**src/rtl/sram_clear_ctrl.sv**
```systemverilog
// Clears an external no-init SRAM by sweeping every address with FILL after reset or clear_req.
// Outside a sweep the client passes through with zero added latency; client accesses during a sweep are dropped.
module sram_clear_ctrl #(
  parameter int                    DATA_WIDTH = 8,
  parameter int                    ADDR_WIDTH = 10,
  parameter logic [DATA_WIDTH-1:0] FILL       = '0
) (
  input  logic                  clk,
  input  logic                  reset,
  input  logic                  clear_req,
  input  logic [ADDR_WIDTH-1:0] c_addr,
  input  logic [DATA_WIDTH-1:0] c_data,
  input  logic                  c_cen,
  input  logic                  c_we,
  output logic [DATA_WIDTH-1:0] c_q,
  output logic [ADDR_WIDTH-1:0] ram_addr,
  output logic [DATA_WIDTH-1:0] ram_data,
  output logic                  ram_cen,
  output logic                  ram_we,
  input  logic [DATA_WIDTH-1:0] ram_q,
  output logic                  busy,
  output logic                  done
);

  typedef enum logic {
    CLEAR = 1'b0,
    RUN   = 1'b1
  } state_t;

  localparam logic [ADDR_WIDTH-1:0] LAST_ADDR = '1;

  state_t                r_state;
  state_t                w_state_nxt;
  logic [ADDR_WIDTH-1:0] r_cnt;
  logic [ADDR_WIDTH-1:0] w_cnt_nxt;
  logic                  r_busy;
  logic                  w_busy_nxt;
  logic                  r_done;
  logic                  w_done_nxt;
  logic                  r_rd_clr;

  always_ff @(posedge clk or posedge reset) begin
    if (reset) begin
      r_state  <= CLEAR;
      r_cnt    <= '0;
      r_busy   <= 1'b1;
      r_done   <= 1'b0;
      r_rd_clr <= 1'b1;
    end else begin
      r_state  <= w_state_nxt;
      r_cnt    <= w_cnt_nxt;
      r_busy   <= w_busy_nxt;
      r_done   <= w_done_nxt;
      r_rd_clr <= (r_state == CLEAR);
    end
  end

  // The sweep ends on the last address rather than on counter wrap, so exactly one pass is issued.
  always_comb begin
    w_state_nxt = r_state;
    w_cnt_nxt   = r_cnt;
    w_busy_nxt  = r_busy;
    w_done_nxt  = 1'b0;
    case (r_state)
      CLEAR: begin
        if (r_cnt == LAST_ADDR) begin
          w_state_nxt = RUN;
          w_cnt_nxt   = '0;
          w_busy_nxt  = 1'b0;
          w_done_nxt  = 1'b1;
        end else begin
          w_cnt_nxt = r_cnt + 1'b1;
        end
      end
      RUN: begin
        if (clear_req) begin
          w_state_nxt = CLEAR;
          w_cnt_nxt   = '0;
          w_busy_nxt  = 1'b1;
        end
      end
      default: begin
        w_state_nxt = CLEAR;
        w_cnt_nxt   = '0;
        w_busy_nxt  = 1'b1;
      end
    endcase
  end

  always_comb begin
    ram_addr = c_addr;
    ram_data = c_data;
    ram_cen  = c_cen;
    ram_we   = c_we;
    if (r_state == CLEAR) begin
      ram_addr = r_cnt;
      ram_data = FILL;
      ram_cen  = 1'b1;
      ram_we   = 1'b1;
    end
  end

  // Reads issued during a sweep see FILL, since the RAM word may not be written yet.
  assign c_q  = r_rd_clr ? FILL : ram_q;
  assign busy = r_busy;
  assign done = r_done;

endmodule
```
**config.mk**
```make
export PLATFORM = sky130hd
export DESIGN_NAME = sram_clear_ctrl
export DESIGN_NICKNAME = d
export VERILOG_FILES = /design/src/rtl/sram_clear_ctrl.sv
export SDC_FILE = /design/constraint.sdc
export NUM_CORES = 1
export LEC_CHECK = 0
export ABC_AREA = 1
export BUFFER_PORTS_ARGS = -buffer_cell sky130_fd_sc_hd__buf_2
export CORE_UTILIZATION = 33
export DETAILED_ROUTE_END_ITERATION = 10
export MAX_ROUTING_LAYER = met4
export PLACE_DENSITY_LB_ADDON = 0.05
export SKIP_CTS_REPAIR_TIMING = 1
export SYNTH_ARGS = -nofsm -noshare
export SYNTH_HDL_FRONTEND = slang
export SYNTH_SLANG_ARGS = --single-unit
```
**constraint.sdc**
```tcl
create_clock -name clk -period 1.5 [get_ports clk]
set_input_delay 0.15 -clock clk [delete_from_list [all_inputs] [get_ports clk]]
set_output_delay 0.15 -clock clk [all_outputs]
set_load 0.05 [all_outputs]
```
==> results of run 1 <==
sequential cells by signal, summed over array words and instances, names as in the netlist:
register / count
r_cnt: 10
busy: 1
done: 1
r_rd_clr: 1
r_state: 1
worst min-delay path, stage by stage:
cell and delay [ps]:
buf_2 100, nor2_2 50, nand2_1 50, nand2_1 50
final cells by class:
| class | instances | area, um2 |
|---|---|---|
| inverters | 34 | 127.6 |
| fillers | 291 | 1371 |
| clock buffers | 4 | 26.28 |
| flip-flops and latches | 14 | 354.1 |
| multi-input cells | 92 | 454.2 |
| repair buffers | 63 | 361.6 |
| well taps | 31 | 38.79 |
path summary, 6_finish.rpt:
kind	to	slack (ps)	cells after the start
setup / recovery	ram_addr[7]	40	3
hold / removal	r_cnt[7]	150	4
setup reg to reg	r_cnt[9]	150	8
hold reg to reg	busy	540	2
max in group asynchronous	r_state	640	3
min in group asynchronous	r_cnt[7]	460	3
power by group:
group          internal, mW  switching [mW]
combinational         0.384           0.859
sequential            0.509           0.125
clock                 0.103           0.126
total                 0.996            1.11
per-stage QoR:
stage | hold slack (ps) | instance area [um2] | setup TNS, ps | power [mW] | utilization
global route | 154.6 | 1363 | -76.99 | 2.238 | 0.4984
finish | 146.3 | 1363 | 0 | 2.105 | 0.4984
floorplan | 37.79 | 949.7 | -1420 | 1.548 | -
global placement | 232.8 | 1289 | 0 | 1.808 | 0.4714
detailed placement | 230.2 | 1289 | 0 | 1.808 | 0.4714
CTS | -88.02 | 1315 | -412.6 | 2.045 | 0.4810
per-layer routing:
layer  vias up  share of wire  routed length, um
li1        559              -                  -
met2        29           0.48               1149
met1       485           0.47               1122
met3         2          0.050                119
met5         -              0                  0
met4         0         0.0050                 12
cells in the final DEF, fill, tap and decap left out:
cell type and instances:
buf_6 1, a21boi_1 1, nor2_4 2, ha_1 1, o22ai_1 5, a21oi_1 2, buf_4 8, dlygate4sd3_1 1
inv_2 3, nand3_1 5, xor2_1 1, nand4_2 1, dfrtp_2 1, dfrtp_1 11, buf_2 47, o21ai_1 8
clkbuf_4 9, dfstp_2 2, or2_2 2, nand3_2 1, nor2_1 13, nor2_2 2, nand2_2 4, inv_1 31
nand2_1 36, o21ai_0 8, clkbuf_1 1
cell families (layout without fill, tap and decap cells):
kind of cell,count (synthesis),after routing
flip-flops,14,14
AO/OA/AOI/OAI,24,24
XOR/XNOR,1,1
adder cells (fa/ha/maj),1,1
buffers and inverters,38,101
AND/OR/NAND/NOR,66,66
==> impl.org, run 1 <==
** Run status
- Run status :: complete, no violations

** Run
- The tool flagged a number of max-cap violations equal to 0.

** Global route
- The initial antenna violation count was 0.
- For this run, global-route usage on met3 was measured as 0.02558.
- The first global-routing pass estimated 3843 um of wire.
- In the global route stage, met1 resource usage came out at 0.1997.
- Entering global routing, the biggest net connects 22 pins.
- The via count of the first global-routing pass was 890.
- For this run, the total global-route usage over all layers was measured as 0.1616.
- Fraction of met2 tracks used by global routing :: 0.2651
- The total overflow left after global routing is 0.
- Routing layer with the top usage in global route :: met2

** Routing
- For this run, design rule violations remaining after detail routing come to 0.
- Wires add up to 2404 um.
- Before antenna repair, the detailed router went through 4 iterations.
- Initial drt markers :: 44
- Vias after detailed routing :: 1075
- Antenna viol nets, final :: 0
- Dividing the detail-routed wire length by the instance count gives 10.10 um.
- Using the TritonRoute via totals, the vias-per-cell ratio works out to 4.517.

** CTS
- For the worst-skew pair, the clock arrives at the later sink with an insertion delay of 280 ps.
- CTS max path bufs :: 2
- CTS buffer count :: 3
- CTS built an H-tree with a depth of 1.
- CTS Root Buffer Type :: clkbuf_4
- The tree built by TritonCTS fans out to 14 sinks.
- TritonCTS clock tree :: yes
- Clock transition at the registers of the reported paths :: 90 ps

** Synthesis
- Counting every instance in the synthesized netlist gives 144.
- Count of flip-flops with a built-in enable after synthesis :: 0
- Mapped Nets :: 176
- Synth cell count leaders :: nand2_1 (36), inv_1 (31), nor2_1 (14), o21ai_0 (14), dfrtp_1 (12)
- Of all cell types, the one taking the most synthesized area is dfrtp_1.
- Multiplexer fraction of the synthesized cell area :: 0
- Fraction of the mapped netlist area in compound gates :: 0.1361
- Mean instance size in the synthesized netlist :: 6.577 um2
- Area share of the largest cell type after synthesis :: 0.3170
- XOR/XNOR share of the synthesized area :: 0.009247
- Synthesized cell area :: 947.2 um2
- Post-synthesis sequential element count :: 14
- Of the total synthesized cell area, the portion taken by full adders, half adders and majority gates is 0.01321.
- Of all flip-flops after synthesis, the portion carrying an async set or reset was 1.000.
- Dominant cells by area after synthesis :: dfrtp_1 (32%), nand2_1 (14%), inv_1 (12%), o21ai_0 (7.4%), dfstp_2 (5.5%)
- Warning count from the yosys run :: 0
- Distinct cell type count after synthesis :: 21
- Top flip-flop cell by instance count after synthesis :: dfrtp_1
- Cell with the most instances after synthesis :: nand2_1
- Fraction of the yosys area taken by sequential cells :: 0.3725
- After synthesis, the largest family of logic cells by area is simple AND/OR/NAND/NOR gates.
- Of the total synthesized cell area, the portion taken by AND, OR, NAND and NOR gates is 0.3184.

** Worst setup path
- Data on the critical path is required at its endpoint by 1350 ps.
- CP bufs+invs :: 2
- Startpoint type of the worst setup path :: flip-flop
- Traced cell by cell, the critical path runs through buf_4, o21ai_0, clkbuf_4.
- On the critical path the largest part of the delay comes from flip-flops.
- Highest cell delay on the worst timing path :: 450 ps
- In this run the worst path has a maximum fanout of 7.
- For this design, the slowest cell found on the critical path is dfrtp_2.
- The startpoint identified for the worst register-to-register timing path is r_cnt[0].
- Arrival time reported for the critical path endpoint :: 1310 ps
- Path type of the worst setup path :: flip-flop to primary output
- Launch point of the worst path :: r_state
- STA classifies the critical path endpoint as a primary output.

** Finish
- Area Growth Syn to Fin :: 43.86%
- Final Non-Filler Cells :: 238
- The repair_antennas step left the layout with diodes totalling 0.
- The net count of the finished layout is 240.
- Of the cells placed in the final design, the portion with a size suffix greater than 1 is 0.4010.

** Die
- After floorplanning, the core was sized to cover 0.002734 mm2.
- In this run the count of I/O pins placed on the die edge is 61.
- Die area :: 0.003089 mm2
- The initial utilization of the core area, before any placement, comes to 0.3465.
- The floorplan has 19 rows.
- Height of the die :: 55.58 um
- DIE WIDTH :: 55.58 um

** STA
- Headroom to the max-slew limit came out at 0.6295.
- For the pin with the worst max-slew slack, the measured transition is 555.1 ps.
- Number of failing setup endpoints in the final timing report :: 0
- Number of hold-slack violations in the final timing report :: 0
- Fin crit share :: 0.9732
- Achievable clock frequency :: 685.0 MHz
- The count of pins over their slew limit was 0.
- Clock skew on the completed layout was measured at 5.403 ps.
- The routed design could run at a clock period as short as 1460 ps.
- Setup slack on the critical path of the routed design comes to 40.16 ps.
- Setup repair after global routing could not meet its margin everywhere.

** Power
- Largest voltage drop on the vdd net :: 1086 uV
- LEAKAGE :: 0.8454 nW
- Power per cell area :: 1545 mW/mm2

** Place
- Placed wire-length estimate :: 1859 um
- The congestion estimate from routability-driven global placement came to 0.8253.
- Number of I/O port buffers :: 60
- At the placement stage, the worst setup path has a slack of 170.0 ps.
- Cell count after placement :: 233

** Min path
- The worst hold path begins at clear_req.
- Hold/Removal Path Class :: input pin to flip-flop
Note: power is estimated with default switching activity, not from simulation.
==> run 2, diff against run 1 <==
--- a/config.mk
+++ b/config.mk
@@ -6,9 +6,9 @@
 export NUM_CORES = 1
 export LEC_CHECK = 0
 export ABC_AREA = 1
-export BUFFER_PORTS_ARGS = -buffer_cell sky130_fd_sc_hd__buf_2
-export CORE_UTILIZATION = 33
+export CORE_UTILIZATION = 60
 export DETAILED_ROUTE_END_ITERATION = 10
+export DONT_BUFFER_PORTS = 1
 export MAX_ROUTING_LAYER = met4
 export PLACE_DENSITY_LB_ADDON = 0.05
 export SKIP_CTS_REPAIR_TIMING = 1
==> run 2 against run 1 <==
Against the previous run: the run now fails in global routing; synthesized cell count is the same; synthesized area did not move.
==> impl.org, run 2 <==
** Run status
- The run stopped with a tool error.
- Step where the flow halted :: global routing
- First Err :: [ERROR GRT-0232] Routing congestion too high. Check the congestion heatmap in the GUI.

** CTS
- Clock sink total :: 14 (unchanged)
- CTS buffer count :: 3 (unchanged)
- H-tree depth reported by CTS :: 1 (unchanged)
- CTS max path bufs :: 2 (unchanged)
- The tree is rooted in a clkbuf_4.

** Synthesis
- Synth async-reset ratio :: 1.000 (unchanged)
- Mapped Nets :: 176 (unchanged)
- Post-synthesis sequential element count :: 14 (unchanged)
- Dominant cells by area after synthesis :: dfrtp_1 (32%), nand2_1 (14%), inv_1 (12%), o21ai_0 (7.4%), dfstp_2 (5.5%)
- Fraction of the yosys area taken by sequential cells :: 0.3725 (unchanged)
- Largest area contributor in the synthesized netlist :: dfrtp_1
- The proportion of netlist area held by the largest area contributor is 0.3170 (unchanged).
- The count of distinct cell types in the synthesized netlist is 21 (unchanged).
- Mean instance size in the synthesized netlist :: 6.577 um2 (unchanged)
- Synth cell count leaders :: nand2_1 (36), inv_1 (31), nor2_1 (14), o21ai_0 (14), dfrtp_1 (12)
- In the post-synthesis netlist, the cell with the most instances is nand2_1.
- Top flip-flop cell by instance count after synthesis :: dfrtp_1
- The number of enable-type register cells in the synthesized netlist was 0 (unchanged).
- The post-synth design cell area was 947.2 um2 (unchanged).
- The synthesized instance count was 144 (unchanged).
- Warning count from the yosys run :: 0 (unchanged)

** Place
- Placed wire-length estimate :: 2693 um (+45%)
- The count of buffers from port buffering is 0 (-100%).
- Routability-driven placement congestion ratio :: 0.9220 (+12%)
- Pre-CTS setup slack :: 89.74 ps (-80.24 ps)

** Die
- Starting utilization of the core area :: 0.6851 (+0.3386)
- The width of the die was 41.73 um (-25%).
- The number of primary I/O pins came to 61 (unchanged).
- The number of standard-cell rows in the floorplan is 13 (-6).
- The die span in y is 41.73 um (-25%).

** STA
- Once global-route timing repair stopped, the endpoint with the least setup slack was ram_addr[0].
- After the last repair the worst path ends at a primary output.

** Global route
- Entering global routing, the biggest net connects 17 pins.
- Global routing finished with a remaining overflow of 7.
- Global routing usage summed across all routing layers :: 0.6255
-- run 2: cell counts after synthesis --
No cell type changed its count.
-- run 2: per-layer routing --
metal / GRT usage / overflow
met5: - / -
met4: 0.7226 / 4
met3: 0.4304 / 0
met2: 0.8344 / 3
met1: 0.5234 / 0
-- run 2: kinds of logic after synthesis --
kind of cell,after synthesis,share of synthesized area
AOI/OAI and AO/OA,24,0.1361
and+or+nand+nor,66,0.3184
adders and majority gates,1,0.01321
DFF,14,0.3725
xor gates and xnor gates,1,0.009249
buffers and inverters,38,0.1506
-- run 2: through the flow --
stage / util / cells / cell area, um2 / hold slack [ps]
4_1_cts: 0.9493 / 187 / 1313 / -204.6
3_5_place_dp: 0.9231 / 183 / 1276 / 101.8
3_3_place_gp: 0.9231 / 183 / 1276 / 92.22
2_1_floorplan: - / 144 / 949.7 / 37.79
==> run 3, diff against run 2 <==
--- a/config.mk
+++ b/config.mk
@@ -6,11 +6,11 @@
 export NUM_CORES = 1
 export LEC_CHECK = 0
 export ABC_AREA = 1
-export CORE_UTILIZATION = 60
+export CORE_AREA = 2 2 63 65
 export DETAILED_ROUTE_END_ITERATION = 10
+export DIE_AREA = 0 0 65 67
 export DONT_BUFFER_PORTS = 1
-export MAX_ROUTING_LAYER = met4
-export PLACE_DENSITY_LB_ADDON = 0.05
+export PLACE_DENSITY_LB_ADDON = 0.15
 export SKIP_CTS_REPAIR_TIMING = 1
 export SYNTH_ARGS = -nofsm -noshare
 export SYNTH_HDL_FRONTEND = slang
==> run 3 against run 2 <==
Against the previous run: the run now ends clean.
==> impl.org, run 3 (synthesized netlist as in run 1, its figures left out) <==
** Run status
- Run status :: complete, no violations

** Worst setup path
- Path type of the worst setup path :: flip-flop to primary output
- The worst setup path is launched from a flip-flop.
- Critical path data required time :: 1350 ps
- Arrival time reported for the critical path endpoint :: 1230 ps
- Cell count of the worst reg-to-reg path :: 8
- STA classifies the critical path endpoint as a primary output.
- Along the worst path, the maximum fanout reaches 24.

** Place
- The final RePlAce weighted congestion is 0.7837 (-15%).
- The post-placement cell area is 0.001318 mm2 (+3.2%).
- The count of buffers from port buffering is 0 (unchanged).
- Placed wire-length estimate :: 2070 um (-23%)

** Finish
- Largest Register :: r_cnt
- Nets :: 206
- The number of antenna diodes in the final layout is 0.
- Relative to the synthesized area, the layout overhead comes to 46.37%.
- Leaving out fill and tap cells, the most frequent cell in the layout is nand2_1.
- In the final layout, the share of cells above drive strength 1 is 0.2832.
- Once layout is done, the placed cells without fillers occupy 0.001386 mm2.
- Max reg flops :: 10
- In the layout the commonest cells are nand2_1 (36), inv_1 (31), buf_4 (18), nor2_1 (13), dfrtp_1 (12).

** Die
- DIE WIDTH :: 65 um (+56%)
- Core Footprint :: 0.003606 mm2
- The die span in y was 67 um (+61%).
- Number of placement rows :: 22 (+9)
- I/O pin count :: 61 (unchanged)
- The effective utilization at floorplan came to 0.2627 (-0.4224).
- Die area :: 0.004355 mm2

** Min path
- The worst hold path belongs to the class input pin to flip-flop.
- Worst Hold Depth :: 3

** Global route
- Largest net degree at the start of global routing :: 25
- Vias in the first global route :: 941
- Number of antenna violations at the first check in global routing :: 0
- Global routing usage summed across all routing layers :: 0.1206
- Remaining global-route overflow :: 0
- The first global-routing pass estimated 4008 um of wire.

** STA
- Worst slew margin relative to its limit :: 0.6388
- Number of hold-slack violations in the final timing report :: 0
- Dividing the final minimum period by the clock period gives 0.9231.
- Static timing analysis puts the maximum clock frequency at 722.2 MHz.
- Clock Skew :: 1.459 ps
- Final-report max-slew violation count :: 0
- Slew at the pin closest to its max-slew limit :: 541.2 ps
- Adding up every negative setup slack in the final design gives 0 ps.
- Post-layout minimum cycle time :: 1385 ps
- Final hold analysis gives a worst-case slack of 71.56 ps.
- Setup repair after global routing left no endpoint under its margin.
- Number of failing setup endpoints in the final timing report :: 0

** Routing
- The routed layout has 985 vias.
- Drt pass-1 iters :: 4
- Antenna viol nets, final :: 0
- Wire length per cell after detailed routing :: 11.50 um
- Summed over all layers, the routed wires come to 2541 um.
- Initial drt markers :: 19
- Using the TritonRoute via totals, the vias-per-cell ratio works out to 4.457.
- # DRC :: 0

** CTS
- The total CTS buffers was 3 (unchanged).
- The clock sink count was 14 (unchanged).
- CTS Root Buffer Type :: clkbuf_8
- TritonCTS built the clock tree.
- Worst-Skew Late Latency :: 240 ps
- After clock tree synthesis, the clock-pin slew on the worst setup and hold paths is 60 ps.
- CTS max path bufs :: 2 (unchanged)
- H-tree depth reported by CTS :: 1 (unchanged)

** Power
- LEAKAGE :: 0.7521 nW
- Dividing total power by cell area gives a power density of 1637 mW/mm2.
- Largest voltage drop on the vdd net :: 775.7 uV

** Run
- Maximum Capacitance Violations :: 0
==> run 3: worst paths after layout <==
path,from,end,slack [ps]
worst max-delay path,r_state,ram_addr[6],120
worst min-delay path,clear_req,r_cnt[7],70
worst max register to register,r_cnt[0],r_cnt[7],160
worst min register to register,r_state,r_rd_clr,530
max in group asynchronous,reset,r_rd_clr,750
min in group asynchronous,reset,done,390
==> run 3: metal layers <==
metal / track usage / routed length, um / vias up
met1: 0.1362 / 1063 / 445
met2: 0.2126 / 1293 / 42
met5: 0 / 0 / -
met3: 0.03378 / 174 / 2
li1: - / - / 496
met4: 0.05053 / 10 / 0
==> run 3: critical path, cell delays in order (launching register included) <==
cell     delay (ps)
dfrtp_1         390
buf_6           210
nand2_1          90
o21ai_1          80
buf_4           210
==> run 3: report_power, final <==
group          switching [mW]  leakage (nW)  internal [mW]
clock network           0.139        0.0288          0.232
registers               0.140         0.167          0.511
logic                   0.863         0.556          0.384
==> run 3: per-stage QoR <==
step	cells	power [mW]	worst slack, ps	utilization
floorplan	144	1.548	-355.7	-
global placement	216	1.890	222.8	0.3654
detailed placement	216	1.904	140.6	0.3654
CTS	220	2.285	38.03	0.3806
global route	221	2.420	19.72	0.3845
finish	221	2.269	115.4	0.3845
==> run 3: final cells by class <==
class	count	area (um2)
sequential	14	352.8
inverter	34	127.6
timing repair buffer	29	336.6
multi-input combinational	92	454.2
fill	384	2220
tap	48	60.06
clock buffer	4	55.05
